`config.mk`:
```
export PLATFORM = sky130hd
export DESIGN_NAME = phase_ramp_ctrl_flat
export DESIGN_NICKNAME = d
export VERILOG_FILES = /design/src/rtl/phase_ramp_ctrl_pkg.sv /design/src/rtl/phase_ramp_ctrl_if.sv /design/src/rtl/phase_ramp_ctrl_ramp_step_integ.sv /design/src/rtl/phase_ramp_ctrl.sv /design/src/flat_wrapper.sv
export SDC_FILE = /design/constraint.sdc
export NUM_CORES = 1
export LEC_CHECK = 0
export CAP_MARGIN = 20
export CORE_MARGIN = 8
export CORE_UTILIZATION = 55
export DETAILED_ROUTE_END_ITERATION = 10
export MAX_ROUTING_LAYER = met4
export PLACE_DENSITY_LB_ADDON = 0.25
export SKIP_CTS_REPAIR_TIMING = 1
export SLEW_MARGIN = 20
export SYNTH_ARGS = -nofsm -noshare
export SYNTH_HDL_FRONTEND = slang
export SYNTH_SLANG_ARGS = --single-unit
```
`constraint.sdc`:
```
create_clock -name i_clk -period 6.86 [get_ports i_clk]
set_input_delay 1.029 -clock i_clk [delete_from_list [all_inputs] [get_ports i_clk]]
set_output_delay 1.029 -clock i_clk [all_outputs]
set_load 0.005 [all_outputs]
```
`src/rtl/phase_ramp_ctrl_pkg.sv`:
```
// Shared types and constants for the gyro phase-ramp closed-loop sequencer.
// Default widths, FSM state encoding, reset gain and integrator saturation limits.
package phase_ramp_ctrl_pkg;

  localparam int unsigned DATA_BIT_DEF   = 16;
  localparam int unsigned ERR_BIT_DEF    = 16;
  localparam int unsigned ACC_BIT_DEF    = 32;
  localparam int unsigned SETTLE_CYC_DEF = 1000;
  localparam int unsigned KI_BIT         = 4;
  localparam int unsigned GAIN_BIT       = 4;
  localparam int unsigned STATE_BIT      = 2;

  typedef enum logic [STATE_BIT-1:0] {
    ST_IDLE    = 2'd0,
    ST_SETTLE  = 2'd1,
    ST_RUN     = 2'd2,
    ST_GAIN_SW = 2'd3
  } state_t;

  localparam logic [GAIN_BIT-1:0] GAIN_SEL_RST = 4'd5;

  // Integrator rails for the default accumulator width.
  localparam logic signed [ACC_BIT_DEF-1:0] ACC_MAX = {1'b0, {(ACC_BIT_DEF-1){1'b1}}};
  localparam logic signed [ACC_BIT_DEF-1:0] ACC_MIN = {1'b1, {(ACC_BIT_DEF-1){1'b0}}};

endpackage

```
`src/rtl/phase_ramp_ctrl_if.sv`:
```
// Demodulator/host-side bus of the phase-ramp sequencer and its ramp-generator outputs.
// master = host/demodulator side, slave = the sequencer.
interface phase_ramp_ctrl_if #(
  parameter int unsigned ERR_BIT  = phase_ramp_ctrl_pkg::ERR_BIT_DEF,
  parameter int unsigned DATA_BIT = phase_ramp_ctrl_pkg::DATA_BIT_DEF
) ();

  logic                                          i_fb_req;
  logic signed [ERR_BIT-1:0]                     i_err;
  logic                                          i_err_vld;
  logic [phase_ramp_ctrl_pkg::KI_BIT-1:0]        i_ki_shift;
  logic [phase_ramp_ctrl_pkg::GAIN_BIT-1:0]      i_gain_sel;
  logic                                          i_gain_upd;
  logic                                          o_fb_on;
  logic                                          o_trig;
  logic signed [DATA_BIT-1:0]                    o_step;
  logic [phase_ramp_ctrl_pkg::GAIN_BIT-1:0]      o_gain_sel;
  logic [phase_ramp_ctrl_pkg::STATE_BIT-1:0]     o_state;

  modport master (
    output i_fb_req, i_err, i_err_vld, i_ki_shift, i_gain_sel, i_gain_upd,
    input  o_fb_on, o_trig, o_step, o_gain_sel, o_state
  );

  modport slave (
    input  i_fb_req, i_err, i_err_vld, i_ki_shift, i_gain_sel, i_gain_upd,
    output o_fb_on, o_trig, o_step, o_gain_sel, o_state
  );

endinterface

```
`src/rtl/phase_ramp_ctrl_ramp_step_integ.sv`:
```
// Saturating signed integrator: acc += err >>> shift, with synchronous clear.
// The ramp step is the upper DATA_BIT bits of the accumulator.
module ramp_step_integ #(
  parameter int unsigned DATA_BIT = 16,
  parameter int unsigned ERR_BIT  = 16,
  parameter int unsigned ACC_BIT  = 32,
  parameter int unsigned KI_BIT   = 4
) (
  input  logic                       clk_i,
  input  logic                       rst_i,
  input  logic                       clr_i,
  input  logic                       en_i,
  input  logic signed [ERR_BIT-1:0]  err_i,
  input  logic [KI_BIT-1:0]          shift_i,
  output logic signed [DATA_BIT-1:0] step_o
);

  localparam logic signed [ACC_BIT-1:0] SAT_MAX = {1'b0, {(ACC_BIT-1){1'b1}}};
  localparam logic signed [ACC_BIT-1:0] SAT_MIN = {1'b1, {(ACC_BIT-1){1'b0}}};

  logic signed [ACC_BIT-1:0] acc_q, acc_d;
  logic signed [ACC_BIT-1:0] err_ext;
  logic signed [ACC_BIT-1:0] inc;
  logic signed [ACC_BIT:0]   sum;

  // One guard bit catches overflow; differing top two bits select the rail.
  always_comb begin
    err_ext = ACC_BIT'(err_i);
    inc     = err_ext >>> shift_i;
    sum     = (ACC_BIT+1)'(acc_q) + (ACC_BIT+1)'(inc);
    acc_d   = acc_q;
    if (clr_i) begin
      acc_d = '0;
    end else if (en_i) begin
      if (sum[ACC_BIT] != sum[ACC_BIT-1]) begin
        acc_d = sum[ACC_BIT] ? SAT_MIN : SAT_MAX;
      end else begin
        acc_d = sum[ACC_BIT-1:0];
      end
    end
  end

  always_ff @(posedge clk_i or posedge rst_i) begin
    if (rst_i) begin
      acc_q <= '0;
    end else begin
      acc_q <= acc_d;
    end
  end

  assign step_o = acc_q[ACC_BIT-1 -: DATA_BIT];

endmodule

```
`src/rtl/phase_ramp_ctrl.sv`:
```
// Closed-loop bring-up sequencer for the gyro phase-ramp generator:
// open loop -> settle -> closed loop, with gain changes applied only at safe points.
module phase_ramp_ctrl
  import phase_ramp_ctrl_pkg::*;
#(
  parameter int unsigned DATA_BIT   = DATA_BIT_DEF,
  parameter int unsigned ERR_BIT    = ERR_BIT_DEF,
  parameter int unsigned ACC_BIT    = ACC_BIT_DEF,
  parameter int unsigned SETTLE_CYC = SETTLE_CYC_DEF
) (
  input  logic               i_clk,
  input  logic               i_rst,
  phase_ramp_ctrl_if.slave   bus
);

  localparam int unsigned SETTLE_EFF = (SETTLE_CYC == 0) ? 1 : SETTLE_CYC;
  localparam int unsigned CNT_W      = (SETTLE_EFF > 1) ? $clog2(SETTLE_EFF) : 1;
  localparam logic [CNT_W-1:0] CNT_LAST = CNT_W'(SETTLE_EFF - 1);

  state_t              state_q, state_d;
  logic [CNT_W-1:0]    cnt_q, cnt_d;
  logic [GAIN_BIT-1:0] gain_q, gain_d;
  logic                trig_q, trig_d;
  logic                fb_on_q, fb_on_d;
  logic                integ_clr;
  logic                integ_en;

  // Next-state, settle counter, gain latch and integrator control.
  always_comb begin
    state_d   = state_q;
    cnt_d     = cnt_q;
    gain_d    = gain_q;
    trig_d    = 1'b0;
    fb_on_d   = 1'b0;
    integ_clr = 1'b0;
    integ_en  = 1'b0;

    if (bus.i_gain_upd) begin
      gain_d = bus.i_gain_sel;
    end

    if (!bus.i_fb_req) begin
      state_d = ST_IDLE;
      cnt_d   = '0;
    end else begin
      unique case (state_q)
        ST_IDLE: begin
          state_d = ST_SETTLE;
          cnt_d   = '0;
        end
        ST_SETTLE: begin
          if (bus.i_gain_upd) begin
            cnt_d = '0;
          end else if (cnt_q == CNT_LAST) begin
            state_d = ST_RUN;
            cnt_d   = '0;
          end else begin
            cnt_d = cnt_q + CNT_W'(1);
          end
        end
        ST_RUN: begin
          if (bus.i_gain_upd) begin
            state_d = ST_GAIN_SW;
          end
        end
        ST_GAIN_SW: begin
          state_d = ST_SETTLE;
          cnt_d   = '0;
        end
        default: begin
          state_d = ST_IDLE;
          cnt_d   = '0;
        end
      endcase
    end

    // Accumulator is only live while staying in RUN; any exit clears it.
    integ_clr = (state_d != ST_RUN);
    integ_en  = (state_q == ST_RUN) && (state_d == ST_RUN) && bus.i_err_vld;
    trig_d    = integ_en;
    fb_on_d   = (state_d == ST_RUN);
  end

  always_ff @(posedge i_clk or posedge i_rst) begin
    if (i_rst) begin
      state_q <= ST_IDLE;
      cnt_q   <= '0;
      gain_q  <= GAIN_SEL_RST;
      trig_q  <= 1'b0;
      fb_on_q <= 1'b0;
    end else begin
      state_q <= state_d;
      cnt_q   <= cnt_d;
      gain_q  <= gain_d;
      trig_q  <= trig_d;
      fb_on_q <= fb_on_d;
    end
  end

  ramp_step_integ #(
    .DATA_BIT (DATA_BIT),
    .ERR_BIT  (ERR_BIT),
    .ACC_BIT  (ACC_BIT),
    .KI_BIT   (KI_BIT)
  ) u_integ (
    .clk_i   (i_clk),
    .rst_i   (i_rst),
    .clr_i   (integ_clr),
    .en_i    (integ_en),
    .err_i   (bus.i_err),
    .shift_i (bus.i_ki_shift),
    .step_o  (bus.o_step)
  );

  assign bus.o_fb_on    = fb_on_q;
  assign bus.o_trig     = trig_q;
  assign bus.o_gain_sel = gain_q;
  assign bus.o_state    = state_q;

endmodule

```
`src/flat_wrapper.sv`:
```
// flat-port wrapper written by rule: the top's interface ports become plain ports
module phase_ramp_ctrl_flat import phase_ramp_ctrl_pkg::*;
#(
  parameter int unsigned DATA_BIT   = DATA_BIT_DEF,
  parameter int unsigned ERR_BIT    = ERR_BIT_DEF,
  parameter int unsigned ACC_BIT    = ACC_BIT_DEF,
  parameter int unsigned SETTLE_CYC = SETTLE_CYC_DEF
)
  (i_clk, i_rst, bus_i_fb_req, bus_i_err, bus_i_err_vld, bus_i_ki_shift, bus_i_gain_sel, bus_i_gain_upd, bus_o_fb_on, bus_o_trig, bus_o_step, bus_o_gain_sel, bus_o_state);
  phase_ramp_ctrl_if #(.ERR_BIT(ERR_BIT), .DATA_BIT(DATA_BIT)) bus_i ();
  input  logic i_clk;
  input  logic i_rst;
  input wire logic [$bits(bus_i.i_fb_req)-1:0] bus_i_fb_req;
  input wire logic [$bits(bus_i.i_err)-1:0] bus_i_err;
  input wire logic [$bits(bus_i.i_err_vld)-1:0] bus_i_err_vld;
  input wire logic [$bits(bus_i.i_ki_shift)-1:0] bus_i_ki_shift;
  input wire logic [$bits(bus_i.i_gain_sel)-1:0] bus_i_gain_sel;
  input wire logic [$bits(bus_i.i_gain_upd)-1:0] bus_i_gain_upd;
  output wire logic [$bits(bus_i.o_fb_on)-1:0] bus_o_fb_on;
  output wire logic [$bits(bus_i.o_trig)-1:0] bus_o_trig;
  output wire logic [$bits(bus_i.o_step)-1:0] bus_o_step;
  output wire logic [$bits(bus_i.o_gain_sel)-1:0] bus_o_gain_sel;
  output wire logic [$bits(bus_i.o_state)-1:0] bus_o_state;
  assign bus_i.i_fb_req = bus_i_fb_req;
  assign bus_i.i_err = bus_i_err;
  assign bus_i.i_err_vld = bus_i_err_vld;
  assign bus_i.i_ki_shift = bus_i_ki_shift;
  assign bus_i.i_gain_sel = bus_i_gain_sel;
  assign bus_i.i_gain_upd = bus_i_gain_upd;
  assign bus_o_fb_on = bus_i.o_fb_on;
  assign bus_o_trig = bus_i.o_trig;
  assign bus_o_step = bus_i.o_step;
  assign bus_o_gain_sel = bus_i.o_gain_sel;
  assign bus_o_state = bus_i.o_state;
  phase_ramp_ctrl #(.DATA_BIT(DATA_BIT), .ERR_BIT(ERR_BIT), .ACC_BIT(ACC_BIT), .SETTLE_CYC(SETTLE_CYC)) u_core (.i_clk(i_clk), .i_rst(i_rst), .bus(bus_i));
endmodule
```
==> run summary <==
crit-path max FO -> 31
Detailed Route WL -> 12.4 mm
Max-cap violations -> 0
RSZ-0062 raised after global routing -> no
Seq/Total Area, Yosys -> 24.9%
vias in the first global route -> 4393
total CTS buffers -> 5
Clk pin slew, worst setup/hold paths -> 0.09 ns
die area -> 12500 um^2
post-synthesis cell count -> 571
port bufs -> 52
antenna cells -> 0
H-Tree Depth -> 2
share of cells above drive strength 1 -> 9.93%
number of flops mapped to enable cells by yosys -> 0
cell area after layout -> 5490 um^2
FF+latch count, synth -> 50
Vias/cell -> 6.45
Die H -> 112 um
Iteration-0 DRC Markers -> 227
Root Driver -> clkbuf_8
Final Hold Fails -> 0
Worst Tran Pin Value -> 0.930 ns
area grow syn2layout -> 8.89%
setup TNS -> 0 ns
Slowest-stage cell, CP -> clkdlybuf4s50_1
core area -> 9060 um^2
pin count of the biggest net entering global routing -> 51
NumNets Final -> 649
Final Skew -> 0.00970 ns
number of I/O pins -> 53
Hold WS -> 0.504 ns
remaining global-route overflow -> 0
setup violators final -> 0
syn nets -> 637
Post-synth top flop -> dfrtp_1
synth warn -> 0
GP Congestion -> 0.964
fraction of registers with async set/reset -> 100%
Finished Layout Cells -> 695
crit path kind -> in -> reg
Antenna Nets Post-Route -> 0
DRC Markers -> 0
Worst-Skew Late Latency -> 0.31 ns
Initial Util -> 55.6%
Cell Area, Placed -> 5380 um^2
Highest Clock Rate -> 0.170 GHz
DP HPWL -> 9.41 mm
CTS Sinks -> 50
initial antenna violation count -> 0
global-route wire length before repair -> 20.9 mm
WP data required -> 7.07 ns
Yosys cell types -> 83
Slew headroom -> 38.0%
type of the tightest min-delay check -> reg -> reg
CP delay by family, top -> compound AO/OA/AOI/OAI gates
Crit. End Element -> flip-flop
Crit path arrival time -> 6.09 ns
Largest stage delay, worst path -> 0.98 ns
worst IR drop on VDD -> 188 uV
count of pins over their slew limit -> 0
Placed Cells -> 687
Vias -> 4486
synthesized area per cell -> 8.83 um^2
status -> complete, no violations
crit path launch type -> primary input
crit-path cells -> clkdlybuf4s50_1 -> mux2_2 -> nor2_1 -> a21oi_1 -> nor2b_1 -> a211oi_1 -> a21oi_1 -> ha_1 -> o211ai_1 -> o211a_1 -> o211a_1 -> o21ai_2 -> a31oi_4 -> o221ai_4 -> nand2_4 -> o31ai_1
Max Root-Sink Buffers -> 2
die width -> 112 um
commonest cells after routing, fill and taps aside -> 52 x clkdlybuf4s50_1, 48 x a21oi_1, 48 x dfrtp_1, 37 x nor2_1
fin crit period -> 5.88 ns
drt wl/cell -> 17.8 um
commonest non-fill, non-tap cell in the layout -> clkdlybuf4s50_1
drt pass-1 iters -> 5
Syn Std Cell Area -> 5040 um^2
Core Rows -> 35
Tcrit/Tclk final -> 85.7%
Global Route Usage Sum -> 20.3%
PwrDens -> 149 nW/um^2
CTS tree -> built
CP Buf/Inv Count -> 1
Lkg Pwr -> 0.00240 uW
cells by family after synthesis:
family | synth area share, %
AO/OA/AOI/OAI | 32.4
adder cells (fa/ha/maj) | 9.33
multiplexers | 7.10
flip-flops | 24.9
AND/OR/NAND/NOR | 13.5
buffers and inverters | 8.19
XOR/XNOR | 4.67
layer usage:
layer	track usage, %	routed length (um)
met1	26.0	5770
met2	33.0	5840
met3	2.71	637
met4	5.47	144
met5	-	0
worst paths after layout:
path	startpoint	end	slack, ns	cells after the start
max	bus_i_ki_shift[1]	u_core.u_integ.acc_q[28]$_DFFE_PP0P_	0.98	16
min	u_core.cnt_q[9]$_DFFE_PP0P_	u_core.cnt_q[9]$_DFFE_PP0P_	0.50	1
max reg2reg	u_core.u_integ.acc_q[13]$_DFFE_PP0P_	u_core.u_integ.acc_q[28]$_DFFE_PP0P_	3.29	9
min reg2reg	u_core.cnt_q[9]$_DFFE_PP0P_	u_core.cnt_q[9]$_DFFE_PP0P_	0.50	1
max in group asynchronous	i_rst	u_core.u_integ.acc_q[30]$_DFFE_PP0P_	5.18	2
min in group asynchronous	i_rst	u_core.cnt_q[5]$_DFFE_PP0P_	1.19	2
where the power goes:
part	switching, uW	internal (uW)
combinational	170	119
clock	97.7	109
sequential	11.4	308
Yosys cell counts (9+ instances only):
cell type  count  area share, %
a32oi_1       26            4.5
mux2i_1       11            2.2
clkbuf_1      12           0.89
inv_1         14            1.0
nand3_1       13            1.3
a21o_1        17            2.5
a21oi_1       48            4.8
xnor2_1       16            2.8
xor2_1         9            1.6
nor2_1        37            2.8
o21ai_1       29            2.9
ha_1          36            8.9
o31ai_1       10            1.5
mux2_2        12            2.7
nand2_1       33            2.5
dfrtp_1       48             24
buf_4         19            2.8
o21ai_0       36            3.6
sequential cells by signal, indices dropped and copies added (netlist names):
name and count:
u_core.u_integ.acc_q 32, u_core.cnt_q 10, u_core.bus.o_gain_sel 4, u_core.bus.o_state 2, u_core.bus.o_fb_on 1, u_core.bus.o_trig 1
layout make-up:
cell class	instances	area, um^2
fillers	793	3580
multi-input cells	455	3380
flip-flops and latches	50	1250
repair buffers	56	551
well taps	111	139
clock buffers	7	76.3
inverters	15	57.6
clock inverters	1	30.0
metrics by stage:
stage | total power [uW] | utilization [%] | worst slack [ns]
global route | 865 | 60.6 | 0.569
global placement | 607 | 59.4 | 0.845
CTS | 821 | 60.5 | 0.996
finish | 816 | 60.6 | 0.979
detailed placement | 612 | 59.4 | 0.721
floorplan | 533 | - | 2.15
No activity file was read; power rests on OpenSTA's default activity.
